**src/rtl/ppu_pkg.sv**
```systemverilog
// Shared PPU types and constants for the background pixel pipeline.
package ppu_pkg;

  typedef logic [1:0] pixel_t;

  localparam int X_MAX = 160;

  typedef enum logic [1:0] {
    IDLE    = 2'd0,
    DISCARD = 2'd1,
    RUN     = 2'd2
  } fifo_state_t;

endpackage

```
**src/rtl/bg_pixel_shifter.sv**
```systemverilog
// Parallel-load / serial-shift register for one tile row; slot 0 is the next pixel out.
module bg_pixel_shifter
  import ppu_pkg::*;
#(
  parameter int DEPTH = 8,
  parameter int CW    = $clog2(DEPTH + 1)
) (
  input  logic                clk_in,
  input  logic                rst_in,
  input  logic                i_load,
  input  logic                i_shift,
  input  logic                i_flush,
  input  pixel_t [DEPTH-1:0]  i_pixels,
  output pixel_t              o_head,
  output logic   [CW-1:0]     o_count
);

  pixel_t [DEPTH-1:0] r_slots;
  logic   [CW-1:0]    r_count;

  // NOTE: the slot data needs no reset; r_count alone says which slots are meaningful.
  always_ff @(posedge clk_in) begin
    if (i_load) begin
      r_slots <= i_pixels;
    end else if (i_shift) begin
      r_slots <= {pixel_t'(2'b00), r_slots[DEPTH-1:1]};
    end
  end

  // A load in the same cycle as a flush wins, so a flush-and-reload leaves a full row.
  always_ff @(posedge clk_in or posedge rst_in) begin
    if (rst_in) begin
      r_count <= '0;
    end else if (i_load) begin
      r_count <= CW'(DEPTH);
    end else if (i_flush) begin
      r_count <= '0;
    end else if (i_shift) begin
      r_count <= r_count - CW'(1);
    end
  end

  assign o_head  = r_slots[0];
  assign o_count = r_count;

endmodule

```
**src/rtl/bg_pixel_fifo.sv**
```systemverilog
// Background pixel FIFO: takes 8-pixel rows from the fetcher, applies SCX fine-scroll
// discard and shifts one colour index per T-cycle toward the mixer while tracking X.
module bg_pixel_fifo
  import ppu_pkg::*;
#(
  parameter int X_MAX = ppu_pkg::X_MAX,
  parameter int DEPTH = 8,
  parameter int XW    = $clog2(X_MAX)
) (
  input  logic               clk_in,
  input  logic               rst_in,
  input  logic               tclk_in,
  input  logic               line_start_in,
  input  logic [2:0]         scx_fine_in,
  input  logic               window_start_in,
  input  logic               stall_in,
  input  logic               push_valid_in,
  input  pixel_t [DEPTH-1:0] push_pixels_in,
  output logic               empty_out,
  output logic               pixel_valid_out,
  output pixel_t             pixel_out,
  output logic [XW-1:0]      X_out,
  output logic               line_done_out,
  output logic               overflow_out
);

  localparam int CW = $clog2(DEPTH + 1);

  fifo_state_t     r_state;
  logic [2:0]      r_discard;
  logic [XW-1:0]   r_x;
  logic            r_line_done;
  logic            r_overflow;
  logic            r_valid;
  pixel_t          r_pixel;
  logic            r_empty;

  pixel_t          w_head;
  logic [CW-1:0]   w_count;
  logic [CW-1:0]   w_count_next;
  logic            w_flush;
  logic            w_load;
  logic            w_drop;
  logic            w_pop;

  // line_start beats everything; window_start empties the FIFO so a same-cycle push fits.
  assign w_flush = tclk_in && (line_start_in || window_start_in);
  assign w_load  = tclk_in && push_valid_in && !line_start_in &&
                   (window_start_in || (w_count == '0));
  assign w_drop  = tclk_in && push_valid_in && !line_start_in && !window_start_in &&
                   (w_count != '0);
  assign w_pop   = tclk_in && !line_start_in && !window_start_in && !w_load &&
                   (w_count != '0) && !stall_in && !r_line_done;

  // NOTE: every path assigns a value, so this block cannot infer a latch.
  always_comb begin
    w_count_next = w_count;
    if (line_start_in && tclk_in) begin
      w_count_next = '0;
    end else if (w_load) begin
      w_count_next = CW'(DEPTH);
    end else if (w_flush) begin
      w_count_next = '0;
    end else if (w_pop) begin
      w_count_next = w_count - CW'(1);
    end
  end

  bg_pixel_shifter #(
    .DEPTH (DEPTH),
    .CW    (CW)
  ) u_shifter (
    .clk_in   (clk_in),
    .rst_in   (rst_in),
    .i_load   (w_load),
    .i_shift  (w_pop),
    .i_flush  (w_flush),
    .i_pixels (push_pixels_in),
    .o_head   (w_head),
    .o_count  (w_count)
  );

  // NOTE: state registers use non-blocking assignments so all updates see pre-edge values.
  always_ff @(posedge clk_in or posedge rst_in) begin
    if (rst_in) begin
      r_state     <= IDLE;
      r_discard   <= '0;
      r_x         <= '0;
      r_line_done <= 1'b0;
      r_overflow  <= 1'b0;
      r_valid     <= 1'b0;
      r_pixel     <= '0;
      r_empty     <= 1'b1;
    end else if (tclk_in) begin
      r_empty <= (w_count_next == '0);
      if (line_start_in) begin
        r_x         <= '0;
        r_line_done <= 1'b0;
        r_discard   <= scx_fine_in;
        r_valid     <= 1'b0;
        r_state     <= (scx_fine_in != 3'd0) ? DISCARD : RUN;
      end else begin
        r_valid <= 1'b0;
        if (w_drop) begin
          r_overflow <= 1'b1;
        end
        if (window_start_in) begin
          r_discard <= '0;
          if (r_state == DISCARD) begin
            r_state <= RUN;
          end
        end
        if (w_pop) begin
          if (r_state == DISCARD) begin
            r_discard <= r_discard - 3'd1;
            if (r_discard == 3'd1) begin
              r_state <= RUN;
            end
          end else begin
            r_valid <= 1'b1;
            r_pixel <= w_head;
            r_x     <= r_x + XW'(1);
            if (r_x == XW'(X_MAX - 1)) begin
              r_line_done <= 1'b1;
              r_state     <= IDLE;
            end
          end
        end
      end
    end
  end

  assign empty_out       = r_empty;
  assign pixel_valid_out = r_valid;
  assign pixel_out       = r_pixel;
  assign X_out           = r_x;
  assign line_done_out   = r_line_done;
  assign overflow_out    = r_overflow;

endmodule

```
**config.mk**
```make
export PLATFORM = sky130hd
export DESIGN_NAME = bg_pixel_fifo
export DESIGN_NICKNAME = d
export VERILOG_FILES = /design/src/rtl/ppu_pkg.sv /design/src/rtl/bg_pixel_shifter.sv /design/src/rtl/bg_pixel_fifo.sv
export SDC_FILE = /design/constraint.sdc
export NUM_CORES = 1
export LEC_CHECK = 0
export BUFFER_PORTS_ARGS = -buffer_cell sky130_fd_sc_hd__buf_4
export CORE_MARGIN = 2
export CORE_UTILIZATION = 49
export DETAILED_ROUTE_END_ITERATION = 7
export PLACE_DENSITY_LB_ADDON = 0.25
export SLEW_MARGIN = 10
export SYNTH_ARGS = -nofsm -noshare
export SYNTH_HDL_FRONTEND = slang
export SYNTH_SLANG_ARGS = --single-unit
```
**constraint.sdc**
```tcl
create_clock -name clk_in -period 3.04 [get_ports clk_in]
set_input_delay 0.152 -clock clk_in [delete_from_list [all_inputs] [get_ports clk_in]]
set_output_delay 0.152 -clock clk_in [all_outputs]
set_load 0.02 [all_outputs]
```
### Word-level counts from Yosys, hierarchy flattened

Cells that the tools add are included.

| storage, ports and cells | value |
|---|---|
| logic and storage cells | 85 |
| bits of input ports | 26 |
| register bits | 39 |

| operators by class | value |
|---|---|
| $add $sub $neg | 3 |
| bitwise operators | 2 |
| mux-type cells | 28 |
| reduce and logical (&&, ||, !) cells | 31 |
| equal/unequal tests | 4 |

Operators with widths:

| operator | number |
|---|---|
| $mux 16 | 2 |
| $mux 8 | 3 |
| $mux 2 | 8 |
| $mux 4 | 4 |
| $logic_and 1x1->1 | 13 |
| $mux 3 | 4 |
| $add 8x1->8 const B | 1 |
| $eq 8x8->1 const B | 1 |
| $logic_not 4->1 | 2 |
| $reduce_and 4->1 | 2 |
| $mux 1 | 7 |
| $reduce_and 3->1 | 2 |
| $reduce_bool 2->1 | 3 |
| $logic_not 1->1 | 5 |
| $reduce_bool 4->1 | 1 |
| $sub 4x1->4 const B | 1 |
| $eq 3x1->1 const B | 1 |
| $reduce_bool 3->1 | 1 |
| $sub 3x1->3 const B | 1 |
| $eq 2x1->1 const B | 1 |
| $logic_or 1x1->1 | 2 |
| $ne 2x2->1 const B | 1 |
| $not 1->1 | 2 |

### Longest topological paths before layout

Gate-level depths: netlist (run 1).

| depth | value |
|---|---|
| word-level depth | 13 |
| depth in mapped cells | 9 |

### Hierarchy

From an unflattened synthesis (run 1), not the netlist that was laid out.

| second synthesis, totals | value |
|---|---|
| cell total of the unflattened synthesis | 182 |
| area, all modules | 2035.7 µm² |

By module, submodules not included:

| module | area each (µm²) | cells each | instances |
|---|---|---|---|
| bg_pixel_fifo | 1146.1 | 127 | 1 |
| bg_pixel_shifter | 889.6 | 55 | 1 |

### Worst setup path before layout (run 1)

No wires, ideal clock.

| timing | value |
|---|---|
| path kind | register to register |
| start point | reg u_shifter.r_count[0] (netlist: u_shifter.o_count[0]) |
| end point | reg r_empty (netlist: empty_out) |
| stages on the path, launching flop included | 9 |
| data required time | 2.967 ns |
| data arrival time | 2.905 ns |
| buffers on the path | 0 |
| setup slack | 0.062 ns |
| library setup time | 0.073 ns |
| period minus slack after synthesis | 2.978 ns |
| cell sequence | dfrtp_1 inv_1 ha_1 nor3b_2 nor2_1 mux2i_1 a311oi_1 or3_1 a21oi_1 |

| between the ends | value |
|---|---|
| cells in the longest elaborated chain, start to end | 13 |

RTL lines:

| item | line | text |
|---|---|---|
| from (decl) | bg_pixel_shifter.sv:19 | `logic [CW-1:0] r_count;` |
| from (signal assigned) | bg_pixel_shifter.sv:35 | `r_count <= CW'(DEPTH);` |
| from (signal assigned) | bg_pixel_shifter.sv:39 | `r_count <= r_count - CW'(1);` |
| $logic_not 4->1 | bg_pixel_fifo.sv:49 | `(window_start_in \|\| (w_count == '0));` |
| $logic_or 1x1->1 | bg_pixel_fifo.sv:49 |  |
| $logic_and 1x1->1 | bg_pixel_fifo.sv:48 | `assign w_load = tclk_in && push_valid_in && !line_start_in &&` |
| $logic_not 1->1 | bg_pixel_fifo.sv:52 | `assign w_pop = tclk_in && !line_start_in && !window_start_in && !w_load &&` |
| $logic_and 1x1->1 (2 in series) | bg_pixel_fifo.sv:52 |  |
| $logic_and 1x1->1 (2 in series) | bg_pixel_fifo.sv:53 | `(w_count != '0) && !stall_in && !r_line_done;` |
| $mux 4 (2 in series) | -- |  |
| $mux 4 * | bg_pixel_fifo.sv:60 | `end else if (w_load) begin` |
| $mux 4 * | bg_pixel_fifo.sv:58 | `if (line_start_in && tclk_in) begin` |
| $logic_not 4->1 * | bg_pixel_fifo.sv:95 | `r_empty <= (w_count_next == '0);` |
| to (signal assigned) | bg_pixel_fifo.sv:95 |  |
| to (decl) | bg_pixel_fifo.sv:36 | `logic r_empty;` |

Every way passes the cells marked *; elsewhere a longest branch is shown, timed or not.
A chain may end at the register's enable or synchronous reset.

### Worst setup path after layout (run 1)

Ends and elaborated chain as after synthesis.

==> results of run 1 <==
-- cell type report --
cell class,instances,share of cell area
flip-flops and latches,39,0.443
multi-input cells,117,0.351
repair buffers,41,0.129
clock buffers,6,0.0304
well taps,48,0.0252
inverters,10,0.0157
clock inverters,2,0.00525
-- power groups by stage --
stage | Clock [mW] | Combinational (mW) | Sequential [mW]
after global routing | 0.375 | 0.206 | 0.614
final | 0.337 | 0.186 | 0.609
after global placement | 0 | 0.180 | 0.619
after detailed placement | 0 | 0.185 | 0.619
after CTS | 0.345 | 0.188 | 0.610
after floorplan | 0 | 0.0994 | 0.632
-- registers in the layout, summed over array words and instances (netlist names) --
name,cells
r_discard,3
pixel_out,2
empty_out,1
u_shifter.o_head,2
u_shifter.r_slots,14
pixel_valid_out,1
r_state,2
line_done_out,1
overflow_out,1
X_out,8
u_shifter.o_count,4
-- path summary, 6_finish.rpt --
check	from	cells after the start	endpoint	slack [ns]
max	u_shifter.o_count[0]	9	empty_out	0.66
min	rst_in	2	X_out[3]	0.04
max reg2reg	u_shifter.o_count[0]	9	empty_out	0.66
min reg2reg	u_shifter.o_head[0]	2	pixel_out[0]	0.45
max in group asynchronous	rst_in	2	overflow_out	2.46
min in group clk_in	push_valid_in	2	overflow_out	0.11
-- routing by layer --
metal / track usage / wire length, um
met4: 0.0689 / 57
met2: 0.308 / 1930
met3: 0.0550 / 203
met1: 0.255 / 1620
met5: 0 / 0
-- cells in the final DEF (no fill, tap or decap), types with 2 or more instances in the layout --
cell type	n
nor2_1	16
inv_1	10
xnor2_1	3
or3_1	2
nor3_1	2
buf_4	41
ha_1	4
and2_1	4
a21oi_1	2
dfrtp_1	22
nand4b_1	2
nand4_1	3
mux2_2	14
nand2b_1	2
nand2_1	18
nand3_1	4
nor2b_1	2
clkbuf_8	5
o22ai_1	3
a31oi_1	2
edfxtp_1	16
xor2_1	4
o21ai_0	8
-- cells by family after synthesis --
kind of cell / after synthesis
and+or+nand+nor: 66
adders and majority gates: 4
DFF: 39
buffers and inverters: 16
xor gates and xnor gates: 7
muxes: 16
AOI/OAI and AO/OA: 24
-- per-stage QoR --
stage	worst slack [ns]	utilization	cells
after CTS	0.644	0.637	263
after global placement	0.857	0.614	255
final	0.664	0.637	263
after detailed placement	0.772	0.614	255
after global routing	0.479	0.637	263
after floorplan	0.0623	-	172
-- cell usage after synthesis, types with 3 or more instances --
library cell / n
mux2_2: 14
xnor2_1: 3
inv_1: 10
nand3_1: 4
nor2_1: 16
nand2_1: 18
dfrtp_1: 22
o21ai_0: 8
ha_1: 4
and2_1: 4
o22ai_1: 3
edfxtp_1: 16
nand4_1: 3
xor2_1: 4
-- worst max-delay path, stage by stage (launching register included) --
cell      delay, ns
dfrtp_1        0.43
inv_1          0.09
ha_1           0.20
nor3b_2        0.37
nor2_1         0.22
nor2_1         0.15
buf_4          0.24
a311oi_1       0.10
or3_1          0.36
a21oi_1        0.15
==> impl_metrics.yaml, run 1 <==
pwr:
  sw_frac_of_total: 0.260
  power.internal_uw: 838
  clkPwrFrac: 0.297
  p_leak_nw: 1.05
  sequentialPowerShare: 0.538
  p_comb_frac: 0.164
  powerDensity_nw_per_um2: 475
  peakVddDrop_mv: 0.208
  finalPower_mw: 1.13
  power.switching_uw: 295
synth:
  synth_top_family_by_area: "simple AND/OR/NAND/NOR gates"
  synth_mux_area_frac: 0.0908
  synth_area_um2: 1960
  synth_xor_xnor_area_share: 0.0313
  syn_nets: 202
  synth_top_area_cell: "dfrtp_1"
  synth_compound_area_frac: 0.0825
  synthSimpleGateAreaFrac: 0.196
  ys_warn_count: 0
  synthArstFlopShare: 0.590
  synthDistinctLibCells: 47
  synth_seq_cells: 39
  synthTopCellsByArea: "dfrtp_1, edfxtp_1, mux2_2, nand2_1, nor2_1"
  netlist.area_leader.share: 0.281
  ys_seq_area_frac: 0.540
  avgSynthCellArea_um2: 11.4
  synth_fa_ha_area_frac: 0.0256
  synth_flop_cell: "dfrtp_1"
  syn_inst: 172
  synth-edff-count: 16
cts:
  numCtsBuffers: 5
  htree_num_levels: 2
  cts_setup_buffers: 0
  cts.clk_slew.worst_paths_ns: 0.07
  clkSinkCount: 39
  cts_resized: 0
  cts-root-buf: "clkbuf_8"
  cts.hold.buffers_added: 0
  clk_latency_ns: 0.29
  cts_tree: "done"
  cts_buffer_depth: 2
timing:
  finalSetupTns_ns: 0
  rsz0062_at_grt: "no"
  timing.final.hold_violations: 0
  worst_pin_slew_ns: 0.871
  slew_headroom: 0.419
  setup_viol: 0
  fmax_mhz: 421
  hold_slack_ns: 0.0439
  timing.final.crit_period_ns: 2.38
  post-route-period-util: 0.782
  fin_skew_ns: 0.00278
  drv_slew: 0
critical_path:
  crit_required_ns: 3.26
  critPathArrivalTime_ns: 2.60
  crit_path_start_kind: "register"
  worstPathMaxFanout: 17
  end_kind: "register"
  crit_type: "reg2reg"
run:
  max-cap-violations: 0
die:
  start_util: 0.523
  core_um2: 3740
  core.rowCount: 22
  boundaryPins: 40
  die_w_um: 67.2
  die_y_um: 67.2
  dieArea_um2: 4520
finish:
  nFillCells: 305
  seq_area_um2: 1060
  fin_area_um2: 2380
  antenna_cells: 0
  multi_input_area_um2: 837
  area_growth_pct: 21.9
  fin_nets: 244
  drive_gt1_frac: 0.340
place:
  placed_cell_area_um2: 2300
  io_buffers: 39
  gp_congestion: 0.838
  dp_hpwl_um: 2730
grt:
  grt_antenna_before_repair: 0
  grt_overflow: 0
  grt_pass1_vias: 1345
  track_usage: 0.194
  grt_pass1_wl_um: 6370
  grt_max_degree: 24
route:
  viasPerCell: 5.50
  drtAntennaViolNets: 0
  route.detailed.wl_per_inst_um: 14.5
  routed_wl_um: 3810
  drc: 0
  vias: 1446
  drt-pass1-iter-count: 4
  drtIter0Drc: 94
run_status:
  status: "finished clean"
min_path:
  hold_class: "in2async"
(Power assumes the default switching activity.)
==> run 2, diff against run 1 <==
--- a/config.mk
+++ b/config.mk
@@ -7,7 +7,7 @@
 export LEC_CHECK = 0
 export BUFFER_PORTS_ARGS = -buffer_cell sky130_fd_sc_hd__buf_4
 export CORE_MARGIN = 2
-export CORE_UTILIZATION = 49
+export CORE_UTILIZATION = 54
 export DETAILED_ROUTE_END_ITERATION = 7
 export PLACE_DENSITY_LB_ADDON = 0.25
 export SLEW_MARGIN = 10
==> constraint.sdc (replaced) <==
create_clock -name clk_in -period 2.5 [get_ports clk_in]
set_input_delay 0.125 -clock clk_in [delete_from_list [all_inputs] [get_ports clk_in]]
set_output_delay 0.125 -clock clk_in [all_outputs]
set_load 0.02 [all_outputs]
==> run 2 against run 1 <==
Sequential power is 22% higher. Cell area increased by 0.63%. Critical path depth is the same. Wire length increased by 8.4%. Core utilization rose by 6.6 points. Cell count down 0.38%.
==> impl_metrics.yaml, run 2 (synthesis gave the netlist of run 1 again) <==
grt:
  grt_pass1_wl_um: 6780
  grt_antenna_before_repair: 0
  grt_pass1_vias: 1460
  track_usage: 0.218
  grt_max_degree: 24
  grt_overflow: 0
cts:
  htree_num_levels: 2
  cts-root-buf: "clkbuf_4"
  clkSinkCount: 39
  cts_tree: "done"
  clk_latency_ns: 0.35
  cts.clk_slew.worst_paths_ns: 0.13
  numCtsBuffers: 5
  cts_buffer_depth: 2
  cts_setup_buffers: 0
route:
  drt-pass1-iter-count: 4
  drc: 0
  drtIter0Drc: 100
  route.detailed.wl_per_inst_um: 15.7
  viasPerCell: 5.67
  routed_wl_um: 4130
  vias: 1486
  drtAntennaViolNets: 0
run_status:
  status: "finished clean"
min_path:
  hold_start: "push_valid_in"
  hold-path-endpoint: "overflow_out"
  hold_class: "in2reg"
  hold_path_depth: 2
finish:
  fin_area_um2: 2400
  final_common_cell: "buf_4"
  antenna_cells: 0
  largest_register_ffs: 14
  area_growth_pct: 22.6
  seq_area_um2: 1060
  mostFrequentLayoutCells: "buf_4, dfrtp_1, nand2_1"
  nFillCells: 270
  largest-register: "u_shifter.r_slots"
  multi_input_area_um2: 848
  drive_gt1_frac: 0.347
  layout.cells.non_filler: 262
  fin_nets: 245
place:
  placed_cell_area_um2: 2310
  placed_cells: 253
  io_buffers: 39
  dp_hpwl_um: 2970
  preCtsSetupSlack_ns: 0.118
  gp_congestion: 0.867
critical_path:
  r2r-start: "u_shifter.o_count[0]"
  crit_required_ns: 2.78
  worstPathMaxFanout: 17
  crit_type: "reg2reg"
  crit_path_start_kind: "register"
  r2r_slack_ns: 0.19
  critPathLaunch: "u_shifter.o_count[0]"
  r2r-end: "empty_out"
  ff2ff_path_depth: 9
  critPathArrivalTime_ns: 2.59
  end_kind: "register"
timing:
  finalWorstSetupSlack_ns: 0.187
  setup_viol: 0
  timing.final.crit_period_ns: 2.31
  fin_skew_ns: 0.00785
  slew_headroom: 0.404
  drv_slew: 0
  finalSetupTns_ns: 0
  fmax_mhz: 432
  worst_pin_slew_ns: 0.893
  hold_slack_ns: 0.0235
  rsz0062_at_grt: "no"
  post-route-period-util: 0.925
  timing.final.hold_violations: 0
pwr:
  peakVddDrop_mv: 0.315
  p_leak_nw: 1.06
  powerDensity_nw_per_um2: 585
die:
  die_y_um: 64.2
  dieArea_um2: 4120
  core_um2: 3420
  start_util: 0.573
  die_w_um: 64.2
  boundaryPins: 40
  core.rowCount: 21
run:
  max-cap-violations: 0
-- run 2: stage by stage --
step,utilization,power [mW]
CTS,0.702,1.41
finish,0.703,1.40
global route,0.703,1.47
global placement,0.675,0.972
detailed placement,0.675,0.984
floorplan,-,0.892
-- run 2: layer usage --
metal,wire (um),vias up,track usage
li1,-,699,-
met1,1790,744,0.271
met2,2090,37,0.366
met3,183,6,0.0651
met4,60,0,0.0665
met5,0,-,0
-- run 2: layout make-up --
cell class	count	share of cell area
Sequential cell	39	0.441
Tap cell	46	0.0240
Timing Repair Buffer	42	0.132
Clock buffer	5	0.0156
Multi-Input combinational cell	117	0.353
Inverter	10	0.0156
Clock inverter	3	0.0182
-- run 2: what timing repair did --
action / 4_1_cts / 5_1_grt
resized for setup: 0 / 1
hold buffers: 1 / 0
hold endpoints to repair: 22 / 0
setup endpoints to repair: 0 / 2
-- run 2: worst max-delay path: stages, from the launching register on --
cell and delay [ns]:
dfrtp_1 0.46, inv_1 0.09, ha_1 0.19, nor3b_2 0.36, nor2_2 0.16, nor2_1 0.13, buf_4 0.24, a311oi_1 0.08
or3_1 0.36, a21oi_1 0.16
-- run 2: report_power, final --
part / leakage [nW] / internal (mW) / switching [mW]
registers: 0.453 / 0.714 / 0.0274
clock network: 0.0452 / 0.210 / 0.220
logic: 0.562 / 0.112 / 0.121
total: 1.06 / 1.04 / 0.368
-- run 2: how the worst max path moves through the flow --
| stage | to | slack, ns | cells after the start |
|---|---|---|---|
| 2_1_floorplan | empty_out | 0.02 | 8 |
| 3_3_place_gp | empty_out | 0.27 | 8 |
| 3_5_place_dp | empty_out | 0.12 | 8 |
| 4_1_cts | empty_out | 0.06 | 8 |
| 5_1_grt | empty_out | 0.01 | 9 |
| 6_report | empty_out | 0.19 | 9 |
==> run 3, diff against run 2 <==
==> constraint.sdc (replaced) <==
create_clock -name clk_in -period 2.4 [get_ports clk_in]
set_input_delay 0.12 -clock clk_in [delete_from_list [all_inputs] [get_ports clk_in]]
set_output_delay 0.12 -clock clk_in [all_outputs]
set_load 0.02 [all_outputs]
==> run 3 against run 2 <==
Global-route usage rose by 0.36 points. Sequential share of layout area shrank 0.45 points. Core utilization increased by 0.73 points. Hold slack better by 0.0036 ns. Sequential power is 4.4% higher. Via count increased by 2.2%. Clock skew fell by 0.00091 ns. Count of clock-buffer cells in the layout grew 2. Flip-flop and latch count unchanged. Clock power is 1% lower. Non-clock buffer count rose by 1. Die area is the same.
==> impl_metrics.yaml, run 3 (synthesis gave the netlist of run 1 again) <==
run_status:
  status: "finished clean"
place:
  dp_hpwl_um: 3010
  io_buffers: 39
  gp_congestion: 0.871
pwr:
  peakVddDrop_mv: 0.334
  p_leak_nw: 1.07
  powerDensity_nw_per_um2: 600
  finalPower_mw: 1.45
critical_path:
  crit_path_start_kind: "register"
  r2r_slack_ns: 0.16
  critPathArrivalTime_ns: 2.48
  crit_required_ns: 2.63
  end_kind: "register"
  crit_type: "reg2reg"
  worstPathMaxFanout: 9
finish:
  area_growth_pct: 23.9
  largest-register: "u_shifter.r_slots"
  drive_gt1_frac: 0.341
  mostFrequentLayoutCells: "buf_4, dfrtp_1, nand2_1"
  largest_register_ffs: 14
  final_common_cell: "buf_4"
  fin_nets: 246
  nFillCells: 257
  antenna_cells: 0
die:
  core_um2: 3420
  start_util: 0.573
  boundaryPins: 40
  die_y_um: 64.2
  die_w_um: 64.2
  core.rowCount: 21
  dieArea_um2: 4120
cts:
  clk_latency_ns: 0.34
  htree_num_levels: 2
  clkSinkCount: 39
  cts.clk_slew.worst_paths_ns: 0.11
  cts-root-buf: "clkbuf_4"
  numCtsBuffers: 5
  cts_tree: "done"
  cts_buffer_depth: 2
route:
  route.detailed.wl_per_inst_um: 15.7
  drtIter0Drc: 111
  vias: 1518
  routed_wl_um: 4140
  drtAntennaViolNets: 0
  drt-pass1-iter-count: 4
  drc: 0
  viasPerCell: 5.77
timing:
  timing.final.hold_violations: 0
  finalSetupTns_ns: 0
  fmax_mhz: 445
  worst_pin_slew_ns: 0.887
  post-route-period-util: 0.935
  timing.final.crit_period_ns: 2.24
  drv_slew: 0
  slew_headroom: 0.408
  rsz0062_at_grt: "no"
  setup_viol: 0
  fin_skew_ns: 0.00694
grt:
  grt_overflow: 0
  track_usage: 0.221
  grt_pass1_vias: 1508
  grt_antenna_before_repair: 0
  grt_pass1_wl_um: 6960
  grt_max_degree: 24
min_path:
  hold_class: "in2reg"
run:
  max-cap-violations: 0
run 3: cell count changes in the layout (fill, tap and decap cells not counted):
cell      before  now
nor3b_4        0    1
clkinv_2       1    0
nor3b_2        1    0
nor2_2         1    0
clkinv_4       1    0
clkbuf_1       0    2
buf_12         0    1
nor2_4         0    1
run 3: layer usage:
metal / up-vias / track usage / share of wire
met4: 0 / 0.0851 / 0.020
met2: 63 / 0.371 / 0.52
met5: - / 0 / 0
met3: 10 / 0.0581 / 0.071
li1: 704 / - / -
met1: 741 / 0.274 / 0.39
run 3: through the flow:
step | area, um^2 | setup slack, ns | std cells | hold WS [ns] | util
final | 2420 | 0.155 | 263 | 0.0271 | 0.710
after global routing | 2420 | 0.0153 | 263 | 0.0122 | 0.710
after CTS | 2410 | 0.0842 | 263 | 0.0143 | 0.707
after detailed placement | 2330 | 0.150 | 254 | 0.362 | 0.682
after global placement | 2330 | 0.272 | 254 | 0.346 | 0.682
after floorplan | 1970 | 0.0585 | 172 | 0.121 | -
run 3: where the power goes:
group	internal (mW)	switching [mW]
logic	0.123	0.129
registers	0.744	0.0311
clock network	0.221	0.206
run 3: timing repair:
item / in CTS / in global routing
setup endpoints to repair: 0 / 1
hold buffers: 1 / 0
buffers inserted: 0 / 0
resized for setup: 0 / 2
endpoints found under the hold margin: 22 / 0
run 3: final cells by class:
type	instances	area, um^2	area share
Sequential cell	39	1060	0.436
Multi-Input combinational cell	117	860	0.354
Timing Repair Buffer	43	338	0.139
Tap cell	46	57.6	0.0237
Clock buffer	7	45.0	0.0186
Inverter	10	37.5	0.0155
Clock inverter	1	30.0	0.0124
run 3: path summary, 6_finish.rpt:
path | start | cells after the start | end
min reg2reg | u_shifter.o_head[1] | 2 | pixel_out[1]
max | line_done_out | 6 | r_state[0]
max reg2reg | line_done_out | 6 | r_state[0]
min in group asynchronous | rst_in | 3 | u_shifter.o_count[2]
max in group asynchronous | rst_in | 3 | u_shifter.o_count[0]
min | scx_fine_in[1] | 2 | r_discard[1]
run 3: critical path, stage by stage, from the launching register on:
cell and delay (ns):
dfrtp_1 0.43, or4b_4 0.54, nor3_4 0.36, nand3_4 0.18, nor3_1 0.35, o31a_1 0.18, o22ai_1 0.09
